### config.mk
export PLATFORM = sky130hd
export DESIGN_NAME = fp_mul_seq
export DESIGN_NICKNAME = d
export VERILOG_FILES = /design/src/rtl/fp_pkg.sv /design/src/rtl/fp_mul_shift_add.sv /design/src/rtl/fp_mul_seq.sv
export SDC_FILE = /design/constraint.sdc
export NUM_CORES = 1
export LEC_CHECK = 0
export ABC_AREA = 1
export CORE_MARGIN = 1
export CORE_UTILIZATION = 32
export CTS_CLUSTER_DIAMETER = 80
export DETAILED_ROUTE_END_ITERATION = 16
export GPL_TIMING_DRIVEN = 0
export SYNTH_ARGS = -nofsm -noshare
export SYNTH_HDL_FRONTEND = slang
export SYNTH_SLANG_ARGS = --single-unit
### constraint.sdc
create_clock -name clk -period 4.61 [get_ports clk]
set_input_delay 1.1525 -clock clk [delete_from_list [all_inputs] [get_ports clk]]
set_output_delay 1.1525 -clock clk [all_outputs]
set_load 0.005 [all_outputs]
### src/rtl/fp_pkg.sv
// Shared encodings and IEEE-754 constant helpers for the sequential FP multiplier.
package fp_pkg;

  typedef enum logic [1:0] {
    RM_RNE = 2'b00,
    RM_RTZ = 2'b01,
    RM_RUP = 2'b10,
    RM_RDN = 2'b11
  } rmode_e;

  typedef enum logic [1:0] {
    ST_IDLE,
    ST_MUL,
    ST_NORM,
    ST_DONE
  } state_e;

  function automatic int fp_bias(input int exp_w);
    return (1 << (exp_w - 1)) - 1;
  endfunction

  // Magnitude helpers return the word without its sign bit, zero-extended to 64.
  function automatic logic [63:0] fp_inf_mag(input int exp_w, input int man_w);
    return ((64'd1 << exp_w) - 64'd1) << man_w;
  endfunction

  function automatic logic [63:0] fp_max_mag(input int exp_w, input int man_w);
    return (((64'd1 << exp_w) - 64'd2) << man_w) | ((64'd1 << man_w) - 64'd1);
  endfunction

  function automatic logic [63:0] fp_qnan_mag(input int exp_w, input int man_w);
    return fp_inf_mag(exp_w, man_w) | (64'd1 << (man_w - 1));
  endfunction

endpackage

### src/rtl/fp_mul_shift_add.sv
// Iterative unsigned multiplier: one load cycle, then one multiplier bit per cycle.
module fp_mul_shift_add #(
  parameter int M = 24
) (
  input  logic           clk,
  input  logic           rst_n,
  input  logic           i_start,
  input  logic [M-1:0]   i_a,
  input  logic [M-1:0]   i_b,
  output logic           o_done,
  output logic [2*M-1:0] o_product
);
  localparam int CNT_W = $clog2(M + 1);

  logic [M-1:0]     r_mcand;
  logic [2*M-1:0]   r_prod;
  logic [CNT_W-1:0] r_cnt;
  logic             r_busy;
  logic [M:0]       w_sum;

  // Upper half accumulates; the multiplier sits in the lower half and shifts out.
  assign w_sum     = {1'b0, r_prod[2*M-1:M]} + (r_prod[0] ? {1'b0, r_mcand} : '0);
  assign o_done    = r_busy && (r_cnt == CNT_W'(M - 1));
  assign o_product = r_prod;

  always_ff @(posedge clk or negedge rst_n) begin
    if (!rst_n) begin
      r_mcand <= '0;
      r_prod  <= '0;
      r_cnt   <= '0;
      r_busy  <= 1'b0;
    end else if (i_start) begin
      r_mcand <= i_a;
      r_prod  <= {{M{1'b0}}, i_b};
      r_cnt   <= '0;
      r_busy  <= 1'b1;
    end else if (r_busy) begin
      r_prod <= {w_sum, r_prod[M-1:1]};
      if (o_done) begin
        r_busy <= 1'b0;
        r_cnt  <= '0;
      end else begin
        r_cnt <= r_cnt + 1'b1;
      end
    end
  end

endmodule

### src/rtl/fp_mul_seq.sv
// Sequential IEEE-754-style multiplier: shift-add mantissa core followed by a single
// normalise/round/special-case cycle, with valid/ready handshakes on both sides.
module fp_mul_seq
  import fp_pkg::*;
#(
  parameter int EXP_W = 8,
  parameter int MAN_W = 23
) (
  input  logic                 clk,
  input  logic                 rst_n,
  input  logic                 in_valid,
  output logic                 in_ready,
  input  logic [EXP_W+MAN_W:0] a,
  input  logic [EXP_W+MAN_W:0] b,
  input  logic [1:0]           round_mode,
  output logic                 out_valid,
  input  logic                 out_ready,
  output logic [EXP_W+MAN_W:0] result,
  output logic                 overflow,
  output logic                 underflow,
  output logic                 invalid,
  output logic                 inexact
);
  localparam int W   = 1 + EXP_W + MAN_W;
  localparam int M   = MAN_W + 1;
  localparam int PW  = 2 * M;
  localparam int EW2 = EXP_W + 2;

  localparam logic signed [EW2-1:0] BIAS = EW2'(fp_bias(EXP_W));
  localparam logic signed [EW2-1:0] EMAX = EW2'((1 << EXP_W) - 1);
  localparam logic signed [EW2-1:0] EONE = EW2'(1);
  localparam logic [W-2:0] INF_MAG  = (W-1)'(fp_inf_mag(EXP_W, MAN_W));
  localparam logic [W-2:0] MAX_MAG  = (W-1)'(fp_max_mag(EXP_W, MAN_W));
  localparam logic [W-2:0] QNAN_MAG = (W-1)'(fp_qnan_mag(EXP_W, MAN_W));

  state_e r_state, w_state_nxt;
  logic [W-1:0] r_a, r_b, r_result;
  rmode_e       r_rm;
  logic         r_start;
  logic         r_ovf, r_unf, r_inv, r_inx;
  logic         w_accept, w_done;
  logic [PW-1:0] w_prod;

  logic             w_sa, w_sb, w_sign;
  logic [EXP_W-1:0] w_ea, w_eb;
  logic [MAN_W-1:0] w_fa, w_fb;
  logic             w_a_zero, w_b_zero, w_a_inf, w_b_inf, w_a_nan, w_b_nan;
  logic [M-1:0]     w_ma, w_mb;

  logic                  w_msb, w_guard, w_sticky, w_inc, w_carry;
  logic [MAN_W-1:0]      w_frac;
  logic [MAN_W:0]        w_frac_r;
  logic signed [EW2-1:0] w_exp_pre, w_exp_r;

  logic [W-1:0] w_res;
  logic         w_ovf, w_unf, w_inv, w_inx;

  assign {w_sa, w_ea, w_fa} = r_a;
  assign {w_sb, w_eb, w_fb} = r_b;
  assign w_sign   = w_sa ^ w_sb;
  assign w_a_zero = (w_ea == '0);
  assign w_b_zero = (w_eb == '0);
  assign w_a_inf  = (&w_ea) && (w_fa == '0);
  assign w_b_inf  = (&w_eb) && (w_fb == '0);
  assign w_a_nan  = (&w_ea) && (|w_fa);
  assign w_b_nan  = (&w_eb) && (|w_fb);
  // Subnormals feed a zero mantissa so they behave exactly like signed zero.
  assign w_ma     = w_a_zero ? '0 : {1'b1, w_fa};
  assign w_mb     = w_b_zero ? '0 : {1'b1, w_fb};

  fp_mul_shift_add #(
    .M(M)
  ) u_core (
    .clk      (clk),
    .rst_n    (rst_n),
    .i_start  (r_start),
    .i_a      (w_ma),
    .i_b      (w_mb),
    .o_done   (w_done),
    .o_product(w_prod)
  );

  assign w_msb     = w_prod[PW-1];
  assign w_frac    = w_msb ? w_prod[PW-2:M]  : w_prod[PW-3:M-1];
  assign w_guard   = w_msb ? w_prod[M-1]     : w_prod[M-2];
  assign w_sticky  = w_msb ? |w_prod[M-2:0]  : |w_prod[M-3:0];
  assign w_exp_pre = $signed({2'b00, w_ea}) + $signed({2'b00, w_eb}) - BIAS
                   + $signed({{(EW2-1){1'b0}}, w_msb});

  always_comb begin
    w_inc = 1'b0;
    case (r_rm)
      RM_RNE:  w_inc = w_guard & (w_sticky | w_frac[0]);
      RM_RTZ:  w_inc = 1'b0;
      RM_RUP:  w_inc = ~w_sign & (w_guard | w_sticky);
      RM_RDN:  w_inc = w_sign & (w_guard | w_sticky);
      default: w_inc = 1'b0;
    endcase
  end

  // A carry out of the fraction leaves it all-zero; only the exponent moves.
  assign w_frac_r = {1'b0, w_frac} + (MAN_W+1)'(w_inc);
  assign w_carry  = w_frac_r[MAN_W];
  assign w_exp_r  = w_exp_pre + $signed({{(EW2-1){1'b0}}, w_carry});

  always_comb begin
    w_res = '0;
    w_ovf = 1'b0;
    w_unf = 1'b0;
    w_inv = 1'b0;
    w_inx = 1'b0;
    if (w_a_nan || w_b_nan || (w_a_zero && w_b_inf) || (w_b_zero && w_a_inf)) begin
      w_res = {1'b0, QNAN_MAG};
      w_inv = 1'b1;
    end else if (w_a_inf || w_b_inf) begin
      w_res = {w_sign, INF_MAG};
    end else if (w_a_zero || w_b_zero) begin
      w_res = {w_sign, {(W-1){1'b0}}};
    end else if (w_exp_r < EONE) begin
      w_res = {w_sign, {(W-1){1'b0}}};
      w_unf = 1'b1;
      w_inx = 1'b1;
    end else if (w_exp_r >= EMAX) begin
      w_ovf = 1'b1;
      w_inx = 1'b1;
      case (r_rm)
        RM_RNE:  w_res = {w_sign, INF_MAG};
        RM_RTZ:  w_res = {w_sign, MAX_MAG};
        RM_RUP:  w_res = w_sign ? {1'b1, MAX_MAG} : {1'b0, INF_MAG};
        RM_RDN:  w_res = w_sign ? {1'b1, INF_MAG} : {1'b0, MAX_MAG};
        default: w_res = {w_sign, INF_MAG};
      endcase
    end else begin
      w_res = {w_sign, w_exp_r[EXP_W-1:0], w_frac_r[MAN_W-1:0]};
      w_inx = w_guard | w_sticky;
    end
  end

  always_ff @(posedge clk or negedge rst_n) begin
    if (!rst_n) begin
      r_state <= ST_IDLE;
    end else begin
      r_state <= w_state_nxt;
    end
  end

  always_comb begin
    w_state_nxt = r_state;
    in_ready    = 1'b0;
    out_valid   = 1'b0;
    case (r_state)
      ST_IDLE: begin
        in_ready = 1'b1;
        if (in_valid) w_state_nxt = ST_MUL;
      end
      ST_MUL: begin
        if (w_done) w_state_nxt = ST_NORM;
      end
      ST_NORM: begin
        w_state_nxt = ST_DONE;
      end
      ST_DONE: begin
        out_valid = 1'b1;
        if (out_ready) w_state_nxt = ST_IDLE;
      end
      default: w_state_nxt = ST_IDLE;
    endcase
  end

  assign w_accept = in_valid && in_ready;

  always_ff @(posedge clk or negedge rst_n) begin
    if (!rst_n) begin
      r_a      <= '0;
      r_b      <= '0;
      r_rm     <= RM_RNE;
      r_start  <= 1'b0;
      r_result <= '0;
      r_ovf    <= 1'b0;
      r_unf    <= 1'b0;
      r_inv    <= 1'b0;
      r_inx    <= 1'b0;
    end else begin
      r_start <= w_accept;
      if (w_accept) begin
        r_a  <= a;
        r_b  <= b;
        r_rm <= rmode_e'(round_mode);
      end
      if (r_state == ST_NORM) begin
        r_result <= w_res;
        r_ovf    <= w_ovf;
        r_unf    <= w_unf;
        r_inv    <= w_inv;
        r_inx    <= w_inx;
      end
    end
  end

  assign result    = r_result;
  assign overflow  = r_ovf;
  assign underflow = r_unf;
  assign invalid   = r_inv;
  assign inexact   = r_inx;

endmodule

==> reports/metrics.yaml, run 1 <==
synth:
  synth_area_leaders: "dfrtp_1, nand2_1, inv_1, ha_1, o21ai_0"
  synth-edff-count: 0
  ys_seq_elements: 183
  synth_top_area_cell: "dfrtp_1"
  synth_cell_types: 47
  synth_top_area_share_pct: 43.3
  ys_warn_count: 0
  async_flop_share_pct: 100
  syn_avg_cell_area_sq_um: 7.42
  synthCells: 1426
  syn-num-nets: 1545
  yosysSeqAreaShare_pct: 43.3
  netlist_area_sq_mm: 0.0106
  synth_flop_cell: "dfrtp_1"
die:
  rows: 66
  die_w_microns: 184
  die-area_sq_mm: 0.0338
  die_y_microns: 184
  initial_core_util_pct: 32.5
  coreArea_sq_mm: 0.0325
  ios: 108
routing:
  vias: 9781
  wl_per_cell_microns: 14.4
  remaining_drc_errors: 0
  vias_per_cell: 4.81
  drt_first_pass_iters: 5
  wirelength_microns: 29400
  drt_iter0_markers: 612
  ant_nets: 0
pwr:
  p_sw_mw: 4.08
  comb_power_share_pct: 51.5
  seqPwrFrac_pct: 31.3
  leakage_nw: 6.54
  powerDensity_mw_per_mm2: 677
  p_sw_share_pct: 45.6
  peakVddDrop_uv: 266
  cell_internal_pwr_mw: 4.88
  power.total_mw: 8.96
  clkPwrFrac_pct: 17.2
finish:
  layout_common_cells: "nand2_1, dfrtp_1, inv_1"
  n_antenna_cell: 0
  drive_gt1_share_pct: 8.67
  fillCellCount: 3398
  final_common_cell: "nand2_1"
  register_area_sq_mm: 0.00458
  design_area_sq_mm: 0.0132
  nNetsFinal: 1697
  multiInputGateArea_sq_mm: 0.00528
  syn_to_final_growth_pct: 25.1
hold_path:
  whs_endpoint: "result[7]"
  worstHoldPathCells: 2
  hp-start: "result[7]"
  hold_class: "flop to flop"
clock_tree:
  cts_buffers: 17
  clock_latency_ns: 0.45
  htreeDepth: 4
  cts_tree: "yes"
  cts.sinks: 183
  clockRootBuffer: "clkbuf_16"
  cts_buffer_depth: 2
  clk_pin_slew_ns: 0.08
  cts-hold-fix-buffers: 0
placement:
  hpwl_microns: 22500
  place_area_sq_mm: 0.0122
  portBuffers: 107
  gp_congestion: 0.874
timing:
  slew_viol_final: 0
  rsz0062_at_grt: "yes"
  maxSlewHeadroom_pct: 44.8
  setup_slack_ns: -0.0472
  finalCritPeriodShare_pct: 101
  finClkSkew_ns: 0.0167
  fmax_ghz: 0.215
  setup_viol: 21
  fin_crit_ns: 4.66
  hold_violations: 0
  worstMarginPinSlew_ns: 0.825
global_route:
  first_global_vias: 9682
  overflow: 0
  antenna_found_initial: 0
  grt_usage_pct: 18.3
  grt_pass1_wl_microns: 49000
  grt_max_degree: 93
setup_path:
  startpoint_type: "flop"
  crit_fanout: 6
  critPathCaptureType: "flop"
  critPathRequiredTime_ns: 4.96
  cp.arrival_ns: 5.01
  rr_endpoint: "result[6]"
  cpPeakStageDelay_ns: 0.40
  r2r_cells: 31
  crit_top_cell: "nand2_2"
  crit_slowest_cell: "dfrtp_2"
  reg2reg_from: "u_core.o_product[47]"
  rrSetupSlack_ns: -0.05
  critical_path_class: "flop to flop"
outcome:
  status: "finished, violations left"
  failed_checks: "negative setup slack"
flow_run:
  drv_cap: 0
## worst max-delay path by stage
stage,to,start,cells past startpoint,slack (ns)
3_5_place_dp,result[16],u_core.o_product[47],31,-1.30
3_3_place_gp,r_a[6],rst_n,1,-5.34
4_1_cts,result[21],u_core.o_product[47],30,-0.24
5_1_grt,result[11],u_core.o_product[47],30,-0.34
2_1_floorplan,result[13],u_core.o_product[47],31,0.04
6_report,result[6],u_core.o_product[47],31,-0.05
## cells in the mapped netlist (2+ instances only)
cell,instances
o21ai_0,111
o31ai_1,2
o221ai_1,24
or2_2,3
nor2_2,2
buf_1,3
nand3_1,50
xnor2_1,6
nor3_2,2
inv_2,4
nor4_1,3
dfrtp_1,183
nand4_1,31
fa_1,3
clkbuf_1,32
buf_2,6
buf_6,4
a21oi_1,46
inv_1,178
ha_1,46
o21ai_1,11
xor2_1,21
a21boi_0,4
nor2_1,101
nand3b_1,3
o22ai_1,12
nand2_2,4
o21a_1,3
nand2_1,495
and2_1,2
nor3_1,13
a21o_1,3
## layout make-up
cell class	instances	area share, %
timing repair buffer	134	9.85
sequential	183	34.6
clock buffer	18	3.24
buffer	45	1.74
clock inverter	14	1.30
tap	442	4.18
multi-input combinational	1014	39.9
inverter	183	5.22
## power groups by stage
stage	sequential, mW	clock (mW)	combinational [mW]
after detailed placement	2.83	0	4.26
after CTS	2.80	1.56	4.50
after floorplan	2.68	0	2.99
after global routing	2.90	1.62	5.25
after global placement	2.82	0	4.19
final	2.81	1.54	4.61
## timing repair
item	4_1_cts	5_1_grt
cloned	2	1
setup endpoints to repair	34	34
setup buffers	17	6
pin swaps	24	27
resized for setup	49	26
## worst max-delay path: cells and delay by family, from the launching register on
kind	cells	cell delay [ns]
adder cells (fa/ha/maj)	4	1.36
buffers and inverters	6	0.50
AO/OA/AOI/OAI	3	0.50
AND/OR/NAND/NOR	18	1.76
flip-flops	1	0.40
## sequential cells by signal, summed over array words and instances, names as in the netlist
| register | flops |
|---|---|
| r_a | 32 |
| invalid | 1 |
| r_state | 2 |
| inexact | 1 |
| result | 32 |
| r_start | 1 |
| overflow | 1 |
| u_core.r_cnt | 5 |
| u_core.r_mcand | 24 |
| u_core.o_product | 48 |
| r_rm | 2 |
| underflow | 1 |
| u_core.r_busy | 1 |
| r_b | 32 |
## routing by layer
layer	GRT usage, %	wire, microns	vias to the layer above	part of all wire (%)
met3	2.44	906	41	3.1
met2	30.8	13900	186	47
met4	6.33	686	0	2.3
met1	24.1	13800	4667	47
met5	0	0	-	0
li1	-	-	4887	-
## per-stage QoR
| stage | TNS, ns | hold WS [ns] | utilization [%] | worst slack, ns | std cells |
|---|---|---|---|---|---|
| after floorplan | 0 | 0.450 | - | 0.0406 | 1426 |
| after global placement | -1013.26 | 0.469 | 37.5 | -5.34 | 1975 |
| after detailed placement | -40.88 | 0.467 | 37.6 | -1.30 | 1976 |
| after CTS | -6.16 | 0.487 | 40.3 | -0.236 | 2027 |
| after global routing | -9.60 | 0.505 | 40.7 | -0.338 | 2033 |
| final | -0.573 | 0.475 | 40.7 | -0.0472 | 2033 |
## cells by family (layout without fill, tap and decap cells)
logic type,count (synthesis),in the layout,synth area share [%]
AO/OA/AOI/OAI,222,222,12.0
XOR/XNOR,27,27,2.23
adder cells (fa/ha/maj),49,49,6.01
buffers and inverters,229,394,8.51
flip-flops,183,183,43.3
AND/OR/NAND/NOR,716,716,28.0
Power figures use the tool's default switching activity.
==> run 2: changes to the inputs <==
- CORE_ASPECT_RATIO: default -> 1.2
- SKIP_CTS_REPAIR_TIMING: default -> 1
==> reports/metrics.yaml, run 2 (synthesized netlist as in run 1, its figures left out) <==
setup_path:
  cpPeakStageDelay_ns: 0.42
  crit_fanout: 6
  startpoint_type: "flop"
  path_buf_inv: 6
  critPathRequiredTime_ns: 4.99
  cp.arrival_ns: 5.23
  rr_endpoint: "result[13]"
  critPathCaptureType: "flop"
  reg2reg_from: "u_core.o_product[47]"
  crit_slowest_cell: "dfrtp_2"
  critical_path_class: "flop to flop"
  crit_top_cell: "nand2_2"
  r2r_cells: 32
  rrSetupSlack_ns: -0.24
  cp_top_family: "simple AND/OR/NAND/NOR gates"
finish:
  syn_to_final_growth_pct: 24.9
  final_common_cell: "nand2_1"
  nNetsFinal: 1691
  layout_common_cells: "nand2_1, dfrtp_1, inv_1"
  fin_util_pct: 40.8
  fillCellCount: 3396
  n_antenna_cell: 0
  drive_gt1_share_pct: 9.16
  finalNonFillerCells: 1990
  largest_reg_flops: 48
timing:
  setup_viol: 34
  fmax_ghz: 0.206
  worstMarginPinSlew_ns: 0.962
  maxSlewHeadroom_pct: 35.9
  setup_slack_ns: -0.238
  rsz0062_at_grt: "yes"
  fin_crit_ns: 4.85
  slew_viol_final: 0
  finalCritPeriodShare_pct: 105
  finClkSkew_ns: 0.0110
  hold_violations: 0
outcome:
  status: "finished, violations left"
  failed_checks: "negative setup slack"
global_route:
  grt_max_degree: 93
  overflow: 0
  grt_usage_pct: 18.4
  grt_pass1_wl_microns: 49300
  antenna_found_initial: 0
  first_global_vias: 9795
flow_run:
  drv_cap: 0
clock_tree:
  cts_tree: "yes"
  clk_pin_slew_ns: 0.07
  cts_buffer_depth: 2
  cts_buffers: 17
  cts.sinks: 183
  htreeDepth: 4
  clock_latency_ns: 0.45
  clockRootBuffer: "clkbuf_16"
die:
  die-area_sq_mm: 0.0338
  rows: 72
  die_y_microns: 201
  initial_core_util_pct: 32.6
  die_w_microns: 168
  ios: 108
  coreArea_sq_mm: 0.0324
placement:
  gp_congestion: 0.886
  portBuffers: 107
  placedCellCount: 1941
  hpwl_microns: 23100
routing:
  vias_per_cell: 4.85
  wirelength_microns: 29500
  drt_iter0_markers: 564
  drt_first_pass_iters: 5
  vias: 9650
  ant_nets: 0
  wl_per_cell_microns: 14.8
  remaining_drc_errors: 0
hold_path:
  hp-start: "invalid"
  whs_endpoint: "invalid"
  hold_class: "flop to flop"
  worstHoldPathCells: 2
pwr:
  leakage_nw: 6.52
  peakVddDrop_uv: 259
  powerDensity_mw_per_mm2: 684
-- run 2: how the worst max path moves through the flow --
stage | from | to | slack [ns] | cells after the start
final | u_core.o_product[47] | result[13] | -0.24 | 32
after global routing | u_core.o_product[47] | result[13] | -0.62 | 31
after CTS | u_core.o_product[47] | result[12] | -1.22 | 31
after detailed placement | u_core.o_product[47] | result[12] | -1.20 | 31
after global placement | rst_n | result[12] | -5.43 | 1
after floorplan | u_core.o_product[47] | result[13] | 0.04 | 31
-- run 2: layer usage --
metal | vias to the layer above | GRT usage (%) | share of wire [%]
met5 | - | 0 | 0
met4 | 0 | 10.1 | 4.8
met3 | 66 | 2.46 | 2.9
met2 | 185 | 32.0 | 50
met1 | 4518 | 21.9 | 43
li1 | 4881 | - | -
-- run 2: final cells by class --
class	instances	area [sq um]	share of cell area (%)
tap	407	509	3.85
sequential	183	4580	34.6
multi-input combinational	1014	5320	40.3
clock inverter	13	173	1.31
timing repair buffer	127	1270	9.62
inverter	183	694	5.25
clock buffer	17	425	3.22
buffer	46	245	1.86
-- run 2: worst reg2reg max path: cells and delay by family (launching register included) --
family / cells / cell delay (ns)
AOI/OAI and AO/OA: 2 / 0.49
adders and majority gates: 4 / 1.38
buffers and inverters: 6 / 0.58
DFF: 1 / 0.42
and+or+nand+nor: 20 / 1.93
-- run 2: report_power, final --
part | switching [mW] | total, mW | internal (mW)
combinational | 2.90 | 4.71 | 1.80
sequential | 0.478 | 2.80 | 2.32
clock | 0.678 | 1.53 | 0.857
total | 4.06 | 9.04 | 4.98
-- run 2: through the flow --
stage / hold WS [ns] / instance area, sq um / TNS (ns) / worst slack, ns / total power [mW]
2_1_floorplan: 0.450 / 10600 / 0 / 0.0406 / 5.67
3_3_place_gp: 0.465 / 12200 / -1026.17 / -5.43 / 7.05
3_5_place_dp: 0.467 / 12200 / -37.72 / -1.20 / 7.13
4_1_cts: 0.485 / 12800 / -38.67 / -1.22 / 8.69
5_1_grt: 0.512 / 13200 / -18.12 / -0.615 / 9.89
6_report: 0.482 / 13200 / -5.35 / -0.238 / 9.04
==> run 3: changes to the inputs <==
- PLACE_DENSITY: default -> 0.55
==> reports/metrics.yaml, run 3 (synthesized netlist as in run 1, its figures left out) <==
setup_path:
  cp.arrival_ns: 5.45
  cpPeakStageDelay_ns: 0.59
  critPathRequiredTime_ns: 4.95
  critPathCaptureType: "flop"
  crit_slowest_cell: "fa_2"
  crit_top_cell: "nor2_4"
  critical_path_class: "flop to flop"
  startpoint_type: "flop"
  crit_fanout: 8
routing:
  vias: 9638
  wirelength_microns: 29800
  wl_per_cell_microns: 14.9
  drt_iter0_markers: 571
  drt_first_pass_iters: 5
  ant_nets: 0
  remaining_drc_errors: 0
  vias_per_cell: 4.84
clock_tree:
  clk_pin_slew_ns: 0.08
  cts_buffers: 17
  clock_latency_ns: 0.46
  cts_tree: "yes"
  clockRootBuffer: "clkbuf_16"
  htreeDepth: 4
  cts.sinks: 183
  cts_buffer_depth: 2
timing:
  maxSlewHeadroom_pct: 45.1
  rsz0062_at_grt: "yes"
  setup_slack_ns: -0.500
  hold_violations: 0
  fin_crit_ns: 5.11
  worstMarginPinSlew_ns: 0.821
  fmax_ghz: 0.196
  finClkSkew_ns: 0.0217
  finalCritPeriodShare_pct: 111
  slew_viol_final: 0
  tns_ns: -14.02
  setup_viol: 34
global_route:
  overflow: 0
  grt_pass1_wl_microns: 49300
  grt_usage_pct: 18.4
  grt_max_degree: 113
  first_global_vias: 9577
  antenna_found_initial: 0
die:
  initial_core_util_pct: 32.6
  die_w_microns: 168
  rows: 72
  ios: 108
  coreArea_sq_mm: 0.0324
  die_y_microns: 201
  die-area_sq_mm: 0.0338
pwr:
  p_sw_mw: 4.09
  p_sw_share_pct: 45.8
  clkPwrFrac_pct: 16.2
  powerDensity_mw_per_mm2: 679
  leakage_nw: 6.53
  comb_power_share_pct: 52.3
  cell_internal_pwr_mw: 4.84
  seqPwrFrac_pct: 31.5
  peakVddDrop_uv: 279
finish:
  design_area_sq_mm: 0.0131
  fin_util_pct: 40.5
  largest_reg_flops: 48
  multiInputGateArea_sq_mm: 0.00530
  drive_gt1_share_pct: 8.76
  final_common_cell: "nand2_1"
  register_area_sq_mm: 0.00458
  syn_to_final_growth_pct: 24.2
  fillCellCount: 3450
  nNetsFinal: 1693
  layout_common_cells: "nand2_1, dfrtp_1, inv_1"
  n_antenna_cell: 0
placement:
  portBuffers: 107
  place_area_sq_mm: 0.0122
  gp_congestion: 0.884
  hpwl_microns: 23000
outcome:
  failed_checks: "negative setup slack"
  status: "finished, violations left"
hold_path:
  hold_class: "flop to flop"
flow_run:
  drv_cap: 0
-- run 3: changes by cell type in the layout (fill, tap and decap cells not counted), moves of 2 or more --
cell        before  now
buf_4           19   21
bufinv_16        3    0
clkinvlp_4       3    1
inv_6            4    8
nand2_1        454  460
nand2_2         38   30
nand2_4          8   10
nand3_1         47   49
nand3_2          4    2
o21ai_0        107  110
o21ai_1         14   11
-- run 3: critical path: cells and delay by family (launching register included) --
| family | cells | cell delay, ns |
|---|---|---|
| AND/OR/NAND/NOR | 18 | 1.94 |
| adder cells (fa/ha/maj) | 4 | 1.59 |
| buffers and inverters | 6 | 0.54 |
| AO/OA/AOI/OAI | 2 | 0.48 |
| flip-flops | 1 | 0.43 |
-- run 3: path summary, 6_finish.rpt --
check / slack (ns) / from / depth (start not counted) / endpoint
max: -0.50 / u_core.o_product[47] / 30 / result[14]
min: 0.48 / result[7] / 2 / result[7]
max reg2reg: -0.50 / u_core.o_product[47] / 30 / result[14]
min reg2reg: 0.48 / result[7] / 2 / result[7]
max in group asynchronous: 2.99 / rst_n / 2 / u_core.r_mcand[21]
min in group asynchronous: 0.66 / rst_n / 1 / result[12]
-- run 3: stage by stage --
step	power, mW	cells	setup WS [ns]	hold WS [ns]
after floorplan	5.67	1426	0.0406	0.450
after global placement	7.06	1940	-5.60	0.468
after detailed placement	7.13	1941	-1.28	0.466
after CTS	8.60	1972	-1.29	0.486
after global routing	9.78	1993	-0.718	0.515
final	8.93	1993	-0.500	0.477
-- run 3: layout make-up --
type	count	share of cell area [%]
multi-input cells	1014	40.3
flip-flops and latches	183	34.8
repair buffers	129	9.65
inverters	183	5.26
well taps	407	3.87
clock buffers	17	3.24
plain buffers	46	1.87
clock inverters	14	0.990
-- run 3: metal layers --
layer / global-route usage (%) / vias to the layer above / wire (microns)
met5: 0 / - / 0
met4: 6.13 / 0 / 682
met3: 2.26 / 40 / 676
met2: 33.1 / 151 / 15100
met1: 22.7 / 4560 / 13300
li1: - / 4887 / -
-- run 3: power groups by stage --
stage	Combinational (mW)	Sequential [mW]	Clock [mW]
after detailed placement	4.29	2.84	0
after floorplan	2.99	2.68	0
after global placement	4.23	2.83	0
final	4.67	2.81	1.45
after global routing	5.34	2.90	1.54
after CTS	4.31	2.81	1.48
